### src/rtl/sinegen_sweep_ctrl_pkg.sv
// ---------------------------------------------------------------------------
// sinegen_sweep_ctrl_pkg
// Definitions shared by the sweep scheduler and its dwell timer:
//   - default widths for step values and the dwell counter
//   - sweep FSM state encoding (IDLE/RUN/DONE)
//   - sweep mode encodings and a helper that folds the reserved mode
// ---------------------------------------------------------------------------
package sinegen_sweep_ctrl_pkg;

  localparam int STEP_W_DEF  = 16;
  localparam int DWELL_W_DEF = 16;

  typedef enum logic [1:0] {
    IDLE = 2'd0,
    RUN  = 2'd1,
    DONE = 2'd2
  } state_t;

  localparam logic [1:0] MODE_SINGLE   = 2'd0;
  localparam logic [1:0] MODE_REPEAT   = 2'd1;
  localparam logic [1:0] MODE_PINGPONG = 2'd2;

  // The reserved code 3 behaves exactly like a single sweep.
  function automatic logic [1:0] norm_mode(input logic [1:0] mode);
    return (mode == 2'd3) ? MODE_SINGLE : mode;
  endfunction

endpackage

### src/rtl/sinegen_sweep_ctrl_dwell_timer.sv
// ---------------------------------------------------------------------------
// sinegen_dwell_timer
// Loadable down-counter that paces the sweep. o_tick is high whenever the
// count is zero; the owner reloads it on the same edge it consumes the tick,
// so a load value of D gives one tick every D+1 enabled cycles.
//   i_clk      system clock
//   i_rst      synchronous active-high reset (count -> 0)
//   i_load     load i_load_val (has priority over i_en)
//   i_en       decrement by one when non-zero
//   i_load_val value to load
//   o_tick     count is zero
// ---------------------------------------------------------------------------
module sinegen_dwell_timer
  import sinegen_sweep_ctrl_pkg::*;
#(
  parameter int DWELL_W = DWELL_W_DEF
) (
  input  logic               i_clk,
  input  logic               i_rst,
  input  logic               i_load,
  input  logic               i_en,
  input  logic [DWELL_W-1:0] i_load_val,
  output logic               o_tick
);

  logic [DWELL_W-1:0] cnt_q;

  always_ff @(posedge i_clk) begin
    if (i_rst) begin
      cnt_q <= '0;
    end else if (i_load) begin
      cnt_q <= i_load_val;
    end else if (i_en && (cnt_q != '0)) begin
      cnt_q <= cnt_q - DWELL_W'(1);
    end
  end

  assign o_tick = (cnt_q == '0);

endmodule

### src/rtl/sinegen_sweep_ctrl.sv
// ---------------------------------------------------------------------------
// sinegen_sweep_ctrl
// Frequency-sweep scheduler for the LUT sine generator. A start command
// latches a sweep configuration; the step (phase increment) then moves from
// the start value toward the stop value, each value held for dwell+1 cycles.
// Single, repeating and ping-pong sweeps are supported.
//
// Control pulses: i_start and i_abort are single-cycle requests sampled at
// the clock edge. i_start is honoured only in IDLE and only when i_abort is
// low; i_abort is honoured in every state. There is no back-pressure.
//
// Ports:
//   i_clk, i_rst          clock, synchronous active-high reset
//   i_start, i_abort      control pulses
//   i_step_start/stop/inc sweep range and increment (inc 0 is taken as 1)
//   i_dwell               each step held for i_dwell+1 cycles
//   i_mode                0 single, 1 repeat, 2 ping-pong, 3 = single
//   i_scale               amplitude shift code, latched at start
//   o_step, o_scale       registered controls to the sine generator
//   o_busy                sweep running
//   o_done                one-cycle pulse when a single sweep completes
//   o_dir                 current direction, 0 up, 1 down
//   o_dbg_state           current FSM state (state_t encoding)
// ---------------------------------------------------------------------------
module sinegen_sweep_ctrl
  import sinegen_sweep_ctrl_pkg::*;
#(
  parameter int STEP_W  = STEP_W_DEF,
  parameter int DWELL_W = DWELL_W_DEF
) (
  input  logic               i_clk,
  input  logic               i_rst,
  input  logic               i_start,
  input  logic               i_abort,
  input  logic [STEP_W-1:0]  i_step_start,
  input  logic [STEP_W-1:0]  i_step_stop,
  input  logic [STEP_W-1:0]  i_step_inc,
  input  logic [DWELL_W-1:0] i_dwell,
  input  logic [1:0]         i_mode,
  input  logic [1:0]         i_scale,
  output logic [STEP_W-1:0]  o_step,
  output logic [1:0]         o_scale,
  output logic               o_busy,
  output logic               o_done,
  output logic               o_dir,
  output logic [1:0]         o_dbg_state
);

  state_t             state_q, state_d;
  logic [STEP_W-1:0]  step_q, step_d;
  logic [STEP_W-1:0]  start_q, start_d;
  logic [STEP_W-1:0]  stop_q, stop_d;
  logic [STEP_W-1:0]  inc_q, inc_d;
  logic [DWELL_W-1:0] dwell_q, dwell_d;
  logic [1:0]         mode_q, mode_d;
  logic [1:0]         scale_q, scale_d;
  logic               dir_q, dir_d;
  logic               busy_q, busy_d;
  logic               done_q, done_d;

  logic               tmr_load, tmr_en, tmr_tick;
  logic [DWELL_W-1:0] tmr_val;

  logic [STEP_W-1:0]  step_up_v, step_dn_v;
  logic               leg_end;

  // Upward step: the sum is one bit wider so a wrap past the top of the
  // range is seen as "beyond stop" and clamped instead of wrapping.
  function automatic logic [STEP_W-1:0] step_up(
    input logic [STEP_W-1:0] cur,
    input logic [STEP_W-1:0] stop,
    input logic [STEP_W-1:0] inc
  );
    logic [STEP_W:0] sum;
    sum = {1'b0, cur} + {1'b0, inc};
    return (sum > {1'b0, stop}) ? stop : sum[STEP_W-1:0];
  endfunction

  // Downward step: clamps at start, comparing against start+inc so the
  // subtraction itself can never underflow.
  function automatic logic [STEP_W-1:0] step_down(
    input logic [STEP_W-1:0] cur,
    input logic [STEP_W-1:0] start,
    input logic [STEP_W-1:0] inc
  );
    logic [STEP_W:0] floor_v;
    floor_v = {1'b0, start} + {1'b0, inc};
    return ({1'b0, cur} < floor_v) ? start : (cur - inc);
  endfunction

  sinegen_dwell_timer #(
    .DWELL_W (DWELL_W)
  ) u_dwell_timer (
    .i_clk      (i_clk),
    .i_rst      (i_rst),
    .i_load     (tmr_load),
    .i_en       (tmr_en),
    .i_load_val (tmr_val),
    .o_tick     (tmr_tick)
  );

  assign step_up_v = step_up(step_q, stop_q, inc_q);
  assign step_dn_v = step_down(step_q, start_q, inc_q);
  assign leg_end   = dir_q ? (step_q <= start_q) : (step_q >= stop_q);

  always_ff @(posedge i_clk) begin
    if (i_rst) begin
      state_q <= IDLE;
      step_q  <= '0;
      start_q <= '0;
      stop_q  <= '0;
      inc_q   <= '0;
      dwell_q <= '0;
      mode_q  <= MODE_SINGLE;
      scale_q <= '0;
      dir_q   <= 1'b0;
      busy_q  <= 1'b0;
      done_q  <= 1'b0;
    end else begin
      state_q <= state_d;
      step_q  <= step_d;
      start_q <= start_d;
      stop_q  <= stop_d;
      inc_q   <= inc_d;
      dwell_q <= dwell_d;
      mode_q  <= mode_d;
      scale_q <= scale_d;
      dir_q   <= dir_d;
      busy_q  <= busy_d;
      done_q  <= done_d;
    end
  end

  always_comb begin
    state_d  = state_q;
    step_d   = step_q;
    start_d  = start_q;
    stop_d   = stop_q;
    inc_d    = inc_q;
    dwell_d  = dwell_q;
    mode_d   = mode_q;
    scale_d  = scale_q;
    dir_d    = dir_q;
    busy_d   = busy_q;
    done_d   = 1'b0;
    tmr_load = 1'b0;
    tmr_en   = 1'b0;
    tmr_val  = dwell_q;

    case (state_q)
      IDLE: begin
        step_d = '0;
        busy_d = 1'b0;
        dir_d  = 1'b0;
        if (i_start && !i_abort) begin
          start_d  = i_step_start;
          stop_d   = i_step_stop;
          inc_d    = (i_step_inc == '0) ? STEP_W'(1) : i_step_inc;
          dwell_d  = i_dwell;
          mode_d   = norm_mode(i_mode);
          scale_d  = i_scale;
          step_d   = i_step_start;
          busy_d   = 1'b1;
          tmr_load = 1'b1;
          tmr_val  = i_dwell;
          state_d  = RUN;
        end
      end

      RUN: begin
        if (i_abort) begin
          state_d = IDLE;
          step_d  = '0;
          busy_d  = 1'b0;
          dir_d   = 1'b0;
        end else begin
          tmr_en = 1'b1;
          if (tmr_tick) begin
            tmr_load = 1'b1;
            if (!leg_end) begin
              step_d = dir_q ? step_dn_v : step_up_v;
            end else begin
              case (mode_q)
                MODE_REPEAT: begin
                  step_d = start_q;
                  dir_d  = 1'b0;
                end
                MODE_PINGPONG: begin
                  dir_d = ~dir_q;
                  // A degenerate range (start >= stop) just holds the step
                  // while the direction keeps flipping each dwell.
                  if (start_q < stop_q) begin
                    step_d = dir_q ? step_up_v : step_dn_v;
                  end
                end
                default: begin
                  state_d = DONE;
                  done_d  = 1'b1;
                  step_d  = '0;
                  busy_d  = 1'b0;
                  dir_d   = 1'b0;
                end
              endcase
            end
          end
        end
      end

      DONE: begin
        state_d = IDLE;
        step_d  = '0;
        busy_d  = 1'b0;
        dir_d   = 1'b0;
      end

      default: begin
        state_d = IDLE;
        step_d  = '0;
        busy_d  = 1'b0;
        dir_d   = 1'b0;
      end
    endcase
  end

  assign o_step      = step_q;
  assign o_scale     = scale_q;
  assign o_busy      = busy_q;
  assign o_done      = done_q;
  assign o_dir       = dir_q;
  assign o_dbg_state = state_q;

endmodule

### config.mk
export PLATFORM = sky130hd
export DESIGN_NAME = sinegen_sweep_ctrl
export DESIGN_NICKNAME = d
export VERILOG_FILES = /design/src/rtl/sinegen_sweep_ctrl_pkg.sv /design/src/rtl/sinegen_sweep_ctrl_dwell_timer.sv /design/src/rtl/sinegen_sweep_ctrl.sv
export SDC_FILE = /design/constraint.sdc
export NUM_CORES = 1
export LEC_CHECK = 0
export ABC_AREA = 1
export ABC_CLOCK_PERIOD_IN_PS = 8360
export CAP_MARGIN = 20
export CORE_UTILIZATION = 64
export CTS_CLUSTER_DIAMETER = 50
export CTS_CLUSTER_SIZE = 16
export DETAILED_ROUTE_END_ITERATION = 12
export GPL_ROUTABILITY_DRIVEN = 0
export PLACE_DENSITY = 0.9
export SLEW_MARGIN = 20
export SYNTH_ARGS = -nofsm -noshare
export SYNTH_HDL_FRONTEND = slang
export SYNTH_SLANG_ARGS = --single-unit
### constraint.sdc
create_clock -name i_clk -period 8.36 [get_ports i_clk]
set_input_delay 1.254 -clock i_clk [delete_from_list [all_inputs] [get_ports i_clk]]
set_output_delay 1.254 -clock i_clk [all_outputs]
set_load 0.01 [all_outputs]
==> results.py, run 1 <==
metrics = {
    "setup_path": {
        "cpPeakStageDelay_ns": 0.53,
        "timing.critical_path.mode_cell": "nand2_1",
        "crit_path_start_kind": "flip-flop",
        "crit_path_end_kind": "flip-flop",
        "worst-r2r-cell-count": 31,
        "path_max_fanout": 17,
        "slowest_stage": "nand4_2",
        "cp_data_arrival_time_ns": 5.39,
        "worstPathRequired_ns": 8.57,
        "path_class": "flip-flop to flip-flop",
    },
    "grt": {
        "grt_antenna_before_repair": 0,
        "grt.total_usage_pct": 36.9,
        "gr-total-overflow": 0,
        "grt_pass1_wl_um": 46900,
        "grt_pass1_vias": 9761,
        "grt_max_degree": 74,
    },
    "status": {
        "violations": "design-rule violations",
        "outcome": "finished with violations",
    },
    "floorplanning": {
        "core_mm2": 0.0147,
        "rows": 44,
        "num_io_pins": 95,
        "die_height_um": 126,
        "start_util_pct": 66.4,
        "die_w_um": 126,
        "die-area_mm2": 0.0158,
    },
    "placement": {
        "hpwl_um": 21400,
        "dp_slack_ns": 3.43,
        "port_buffers": 94,
    },
    "cts": {
        "clk_latency_ns": 0.38,
        "cts_max_level": 3,
        "cts_root_buffer": "clkbuf_16",
        "postCtsHoldBufs": 0,
        "cts_buffer_depth": 2,
        "cts.sink_count": 105,
        "cts_tree": "done",
        "cts_resized": 0,
        "clk_pin_slew_ns": 0.08,
        "cts_made_buffers": 9,
        "post-cts-setup-buffers": 0,
    },
    "timing": {
        "post-route-period-util_pct": 61.9,
        "fmax_mhz": 193,
        "hold_viol": 0,
        "relSlewSlack_pct": 34.1,
        "layout_setup_ws_ns": 3.18,
        "fin_tns_setup_ns": 0,
        "whs_ns": 0.487,
        "tightest_slew_ns": 0.988,
        "setup-violations-final": 0,
        "finClkSkew_ns": 0.0149,
        "layout_min_cycle_time_ns": 5.18,
        "rsz0062_at_grt": "no",
        "slew_violations": 0,
    },
    "worst_hold_path": {
        "hp-class": "flip-flop to flip-flop",
        "whs_path_depth": 1,
    },
    "cells_and_area": {
        "area_growth_pct": 12.9,
        "drive_gt1_share_pct": 4.94,
        "n_antenna_cell": 0,
        "final_nets": 1736,
    },
    "power_and_ir_drop": {
        "peakVddDrop_mv": 0.122,
        "p_leak_uw": 0.00546,
        "powerDensity_mw_per_mm2": 171,
    },
    "logic_synthesis": {
        "ys.flop_type": "dfxtp_1",
        "synth.distinct_cells": 51,
        "synth-simple-area-share_pct": 30.8,
        "synth.area.mux_share_pct": 1.54,
        "syn_area_mm2": 0.00976,
        "synthCells": 1477,
        "ys_warn_count": 0,
        "async_reset_ff_share_pct": 0,
        "synth.avg_cell_area_um2": 6.61,
        "synthAdderAreaFrac_pct": 17.0,
        "yosysSeqAreaShare_pct": 21.5,
        "synth-xor-area-share_pct": 4.22,
        "synth_compound_area_share_pct": 15.4,
        "synth_edf_count": 0,
        "syn_nets": 1680,
        "synth_top_family_by_area": "simple AND/OR/NAND/NOR gates",
        "synth_seq_cells": 105,
    },
    "routing": {
        "via_per_inst": 6.07,
        "wl_um": 28800,
        "wire_per_inst_um": 16.7,
        "vias": 10500,
        "antenna_left": 0,
        "drt-initial-drc-count": 1292,
        "drc": 3,
        "drt_first_pass_iters": 12,
    },
    "flow_run": {
        "drv_cap": 0,
    },
}
==> metal layers <==
layer / track usage (%) / routed length (um) / vias up
met5: 0 / 0 / -
met2: 61.2 / 13000 / 587
met1: 45.4 / 11700 / 4717
met3: 7.27 / 2690 / 121
li1: - / - / 5035
met4: 18.9 / 1320 / 0
==> worst max-delay path, delay by kind of cell, from the launching register on <==
family	cells	cell delay, ns
AOI/OAI and AO/OA	7	1.08
xor gates and xnor gates	1	0.15
adders and majority gates	2	0.73
buffers and inverters	1	0.05
DFF	1	0.42
and+or+nand+nor	20	2.57
==> cells in the final DEF (no fill, tap or decap), types with 9 or more instances in the layout <==
| master | n |
|---|---|
| nand2_1 | 399 |
| inv_1 | 165 |
| a21oi_1 | 134 |
| ha_1 | 128 |
| dfxtp_1 | 105 |
| nand3_1 | 99 |
| nor2_1 | 98 |
| clkdlybuf4s50_1 | 93 |
| o21ai_0 | 41 |
| xor2_1 | 35 |
| nand4_1 | 34 |
| a211oi_1 | 20 |
| nor3_1 | 15 |
| mux2i_1 | 15 |
| nand2_2 | 14 |
| xnor2_1 | 12 |
| inv_2 | 11 |
| nor4_1 | 9 |
| clkbuf_16 | 9 |
==> through the flow <==
stage / area, um^2 / total power, uW / cells / util, %
2_1_floorplan: 9760 / 1210 / 1477 / -
3_5_place_dp: 10700 / 1410 / 1706 / 72.9
6_report: 11000 / 1890 / 1722 / 75.0
5_1_grt: 11000 / 2000 / 1722 / 75.0
4_1_cts: 11000 / 1860 / 1722 / 75.0
3_3_place_gp: 10700 / 1390 / 1706 / 72.9
==> sequential cells by signal, summed over array words and instances (netlist names) <==
name	flops
dwell_q	16
o_done	1
o_busy	1
mode_q	2
u_dwell_timer.cnt_q	16
o_dir	1
start_q	16
inc_q	16
stop_q	16
o_step	16
o_dbg_state	2
o_scale	2
==> logic make-up after synthesis <==
group	count (synthesis)
simple gates	692
buf+inv	233
fa+ha+maj	131
mux	15
xor+xnor	47
compound gates	254
flops	105
==> where the power goes <==
group / internal, uW / leakage (uW) / total, uW / switching (uW)
combinational: 310 / 0.00445 / 864 / 554
sequential: 533 / 0.000859 / 574 / 40.2
clock: 220 / 0.000146 / 448 / 228
==> area by class of cell <==
cell class                 count  area [um^2]
clock buffer                  10          239
clock inverter                 6         63.8
fill                        1177         3680
inverter                     181          679
multi-input combinational   1139         6750
sequential                   105         2100
tap                          184          230
timing repair buffer          97          958
==> cells in the mapped netlist, types with 6 or more instances <==
cell | number | area [um^2]
inv_2 | 11 | 41.3
dfxtp_1 | 105 | 2100
buf_4 | 6 | 45.0
xnor2_1 | 12 | 105
nor4_1 | 9 | 56.3
nand2_1 | 399 | 1500
buf_2 | 11 | 55.1
a31oi_1 | 8 | 50.1
nand3_1 | 100 | 500
o21ai_0 | 41 | 205
mux2i_1 | 15 | 150
nand2_2 | 14 | 87.6
nor2_1 | 98 | 368
a21oi_2 | 7 | 61.3
inv_1 | 165 | 619
clkbuf_1 | 29 | 109
nor3_1 | 15 | 75.1
nand4_1 | 34 | 213
a211oi_1 | 20 | 150
ha_1 | 128 | 1600
a21oi_1 | 134 | 671
xor2_1 | 35 | 307
nor2_2 | 8 | 50.1
o221ai_1 | 8 | 70.1
==> path summary, 6_finish.rpt <==
| path | start | end | slack, ns |
|---|---|---|---|
| setup / recovery | start_q[5] | o_step[7] | 3.18 |
| hold / removal | o_busy | o_busy | 0.49 |
| setup reg to reg | start_q[5] | o_step[7] | 3.18 |
| hold reg to reg | o_busy | o_busy | 0.49 |
Power figures use the tool's default switching activity.
==> inputs of run 2 (changes only) <==
--- a/config.mk
+++ b/config.mk
@@ -6,14 +6,14 @@
 export NUM_CORES = 1
 export LEC_CHECK = 0
 export ABC_AREA = 1
-export ABC_CLOCK_PERIOD_IN_PS = 8360
+export ABC_CLOCK_PERIOD_IN_PS = 4200
 export CAP_MARGIN = 20
-export CORE_UTILIZATION = 64
+export CORE_UTILIZATION = 53
 export CTS_CLUSTER_DIAMETER = 50
 export CTS_CLUSTER_SIZE = 16
 export DETAILED_ROUTE_END_ITERATION = 12
 export GPL_ROUTABILITY_DRIVEN = 0
-export PLACE_DENSITY = 0.9
+export PLACE_DENSITY = 0.8
 export SLEW_MARGIN = 20
 export SYNTH_ARGS = -nofsm -noshare
 export SYNTH_HDL_FRONTEND = slang
==> constraint.sdc (replaced) <==
create_clock -name i_clk -period 4.2 [get_ports i_clk]
set_input_delay 0.63 -clock i_clk [delete_from_list [all_inputs] [get_ports i_clk]]
set_output_delay 0.63 -clock i_clk [all_outputs]
set_load 0.01 [all_outputs]
==> results.py, run 2 (synthesis results as in run 1) <==
metrics = {
    "status": {
        "outcome": "finished with violations",
        "violations": "negative setup slack",
    },
    "grt": {
        "grt_pass1_wl_um": 48300,
        "grt.total_usage_pct": 32.9,
        "gr-usage-met2_pct": 53.8,
        "grt_max_degree": 73,
        "grt_pass1_vias": 9840,
        "grt_busiest_layer": "met2",
        "met1_usage_pct": 41.3,
        "gr-usage-met3_pct": 5.74,
        "gr-total-overflow": 0,
        "grt_antenna_before_repair": 1,
    },
    "floorplanning": {
        "num_io_pins": 95,
        "start_util_pct": 54.2,
        "die_height_um": 138,
        "rows": 49,
        "die-area_mm2": 0.0190,
        "die_w_um": 138,
        "core_mm2": 0.0180,
    },
    "setup_path": {
        "cp-endpoint": "o_step[0]",
        "timing.critical_path.mode_cell": "nand2_1",
        "r2r-start": "inc_q[6]",
        "path_class": "flip-flop to flip-flop",
        "crit_path_start_kind": "flip-flop",
        "cpPeakStageDelay_ns": 0.37,
        "slowest_stage": "dfxtp_4",
        "crit_start": "inc_q[6]",
        "crit_path_end_kind": "flip-flop",
        "r2r-end": "o_step[0]",
        "path_max_fanout": 8,
        "worst-r2r-cell-count": 31,
        "worstPathRequired_ns": 4.51,
        "ff2ff_setup_slack_ns": -0.03,
        "cp_data_arrival_time_ns": 4.54,
    },
    "routing": {
        "drt_first_pass_iters": 5,
        "drt-initial-drc-count": 1044,
        "antenna_left": 0,
        "vias": 10600,
        "wl_um": 31100,
        "via_per_inst": 5.80,
        "drc": 0,
        "wire_per_inst_um": 17.0,
    },
    "timing": {
        "rsz0062_at_grt": "yes",
        "finClkSkew_ns": 0.0186,
        "layout_setup_ws_ns": -0.0344,
        "setup-violations-final": 5,
        "relSlewSlack_pct": 35.8,
        "layout_min_cycle_time_ns": 4.23,
        "post-route-period-util_pct": 101,
        "hold_viol": 0,
        "slew_violations": 0,
        "whs_ns": 0.477,
        "fmax_mhz": 236,
        "tightest_slew_ns": 0.961,
    },
    "cts": {
        "cts_root_buffer": "clkbuf_16",
        "postCtsHoldBufs": 0,
        "cts_made_buffers": 9,
        "clk_pin_slew_ns": 0.09,
        "cts_tree": "done",
        "clk_latency_ns": 0.38,
        "cts_max_level": 3,
        "cts_buffer_depth": 2,
        "cts.sink_count": 105,
    },
    "cells_and_area": {
        "final_common_cell": "nand2_1",
        "design_area_mm2": 0.0118,
        "most-common-layout-cells": "nand2_1, inv_1, a21oi_1",
        "n_antenna_cell": 0,
        "area_growth_pct": 20.9,
        "drive_gt1_share_pct": 10.8,
        "n_fill_cell": 1617,
        "fin_cells": 1828,
        "fin_util_pct": 65.5,
        "final_nets": 1797,
    },
    "power_and_ir_drop": {
        "p_leak_uw": 0.00582,
        "peakVddDrop_mv": 0.281,
        "powerDensity_mw_per_mm2": 334,
    },
    "worst_hold_path": {
        "whs_path_depth": 1,
        "hp-class": "flip-flop to flip-flop",
        "hold_start": "o_busy",
    },
    "placement": {
        "dp_cells": 1800,
        "hpwl_um": 23000,
        "port_buffers": 94,
        "postPlaceCellArea_mm2": 0.0111,
    },
    "flow_run": {
        "drv_cap": 0,
    },
}
[run 2: cell count changes in the layout (fill, tap and decap cells not counted), sizes merged]
| cell | before | now |
|---|---|---|
| buf | 4 | 63 |
| clkinv | 6 | 9 |
| clkinvlp | 1 | 0 |
| inv | 180 | 179 |
| nand3 | 104 | 105 |
[run 2: worst max-delay path: cells and delay by family, from the launching register on]
family | cells | cell delay (ns)
AOI/OAI and AO/OA | 7 | 0.98
xor gates and xnor gates | 1 | 0.14
adders and majority gates | 2 | 0.62
buffers and inverters | 2 | 0.26
DFF | 1 | 0.37
and+or+nand+nor | 19 | 1.78
[run 2: through the flow]
step	worst slack (ns)	setup TNS, ns	total power (uW)
final	-0.0344	-0.123	3940
after global routing	-0.333	-4.55	4180
after CTS	0.0188	0	3810
after detailed placement	-0.0843	-0.729	2900
after global placement	0.0346	0	2850
after floorplan	0.412	0	2410
[run 2: power breakdown]
part	switching, uW	leakage (uW)	internal (uW)	total, uW
combinational	1180	0.00481	708	1890
clock	490	0.000152	433	923
sequential	61.2	0.000864	1060	1120
total	1730	0.00582	2200	3940
[run 2: area by class of cell]
type                    instances  area [um^2]  area share (%)
clock inverters                 7         91.3           0.774
flip-flops and latches        105         2120            18.0
clock buffers                   9          225            1.91
repair buffers                157         1440            12.2
multi-input cells            1140         6960            59.0
well taps                     229          287            2.43
inverters                     181          679            5.76
[run 2: how the worst min path moves through the flow]
| stage | endpoint | slack, ns |
|---|---|---|
| floorplan | mode_q[1] | 0.45 |
| detailed placement | o_busy | 0.46 |
| CTS | o_busy | 0.48 |
| finish | o_busy | 0.48 |
| global placement | o_busy | 0.46 |
| global route | o_busy | 0.53 |
[run 2: timing repair]
action | in CTS | in global routing
setup endpoints to repair | 16 | 16
pin swaps | 1 | 21
resized for setup | 3 | 47
buffers inserted | 0 | 9
hold endpoints to repair | 0 | 0
gates cloned | 1 | 2
[run 2: metal layers]
| layer | share of wire [%] | wire (um) |
|---|---|---|
| met1 | 42 | 13000 |
| met2 | 45 | 14100 |
| met5 | 0.042 | 13 |
| met4 | 4.7 | 1480 |
| met3 | 7.9 | 2470 |
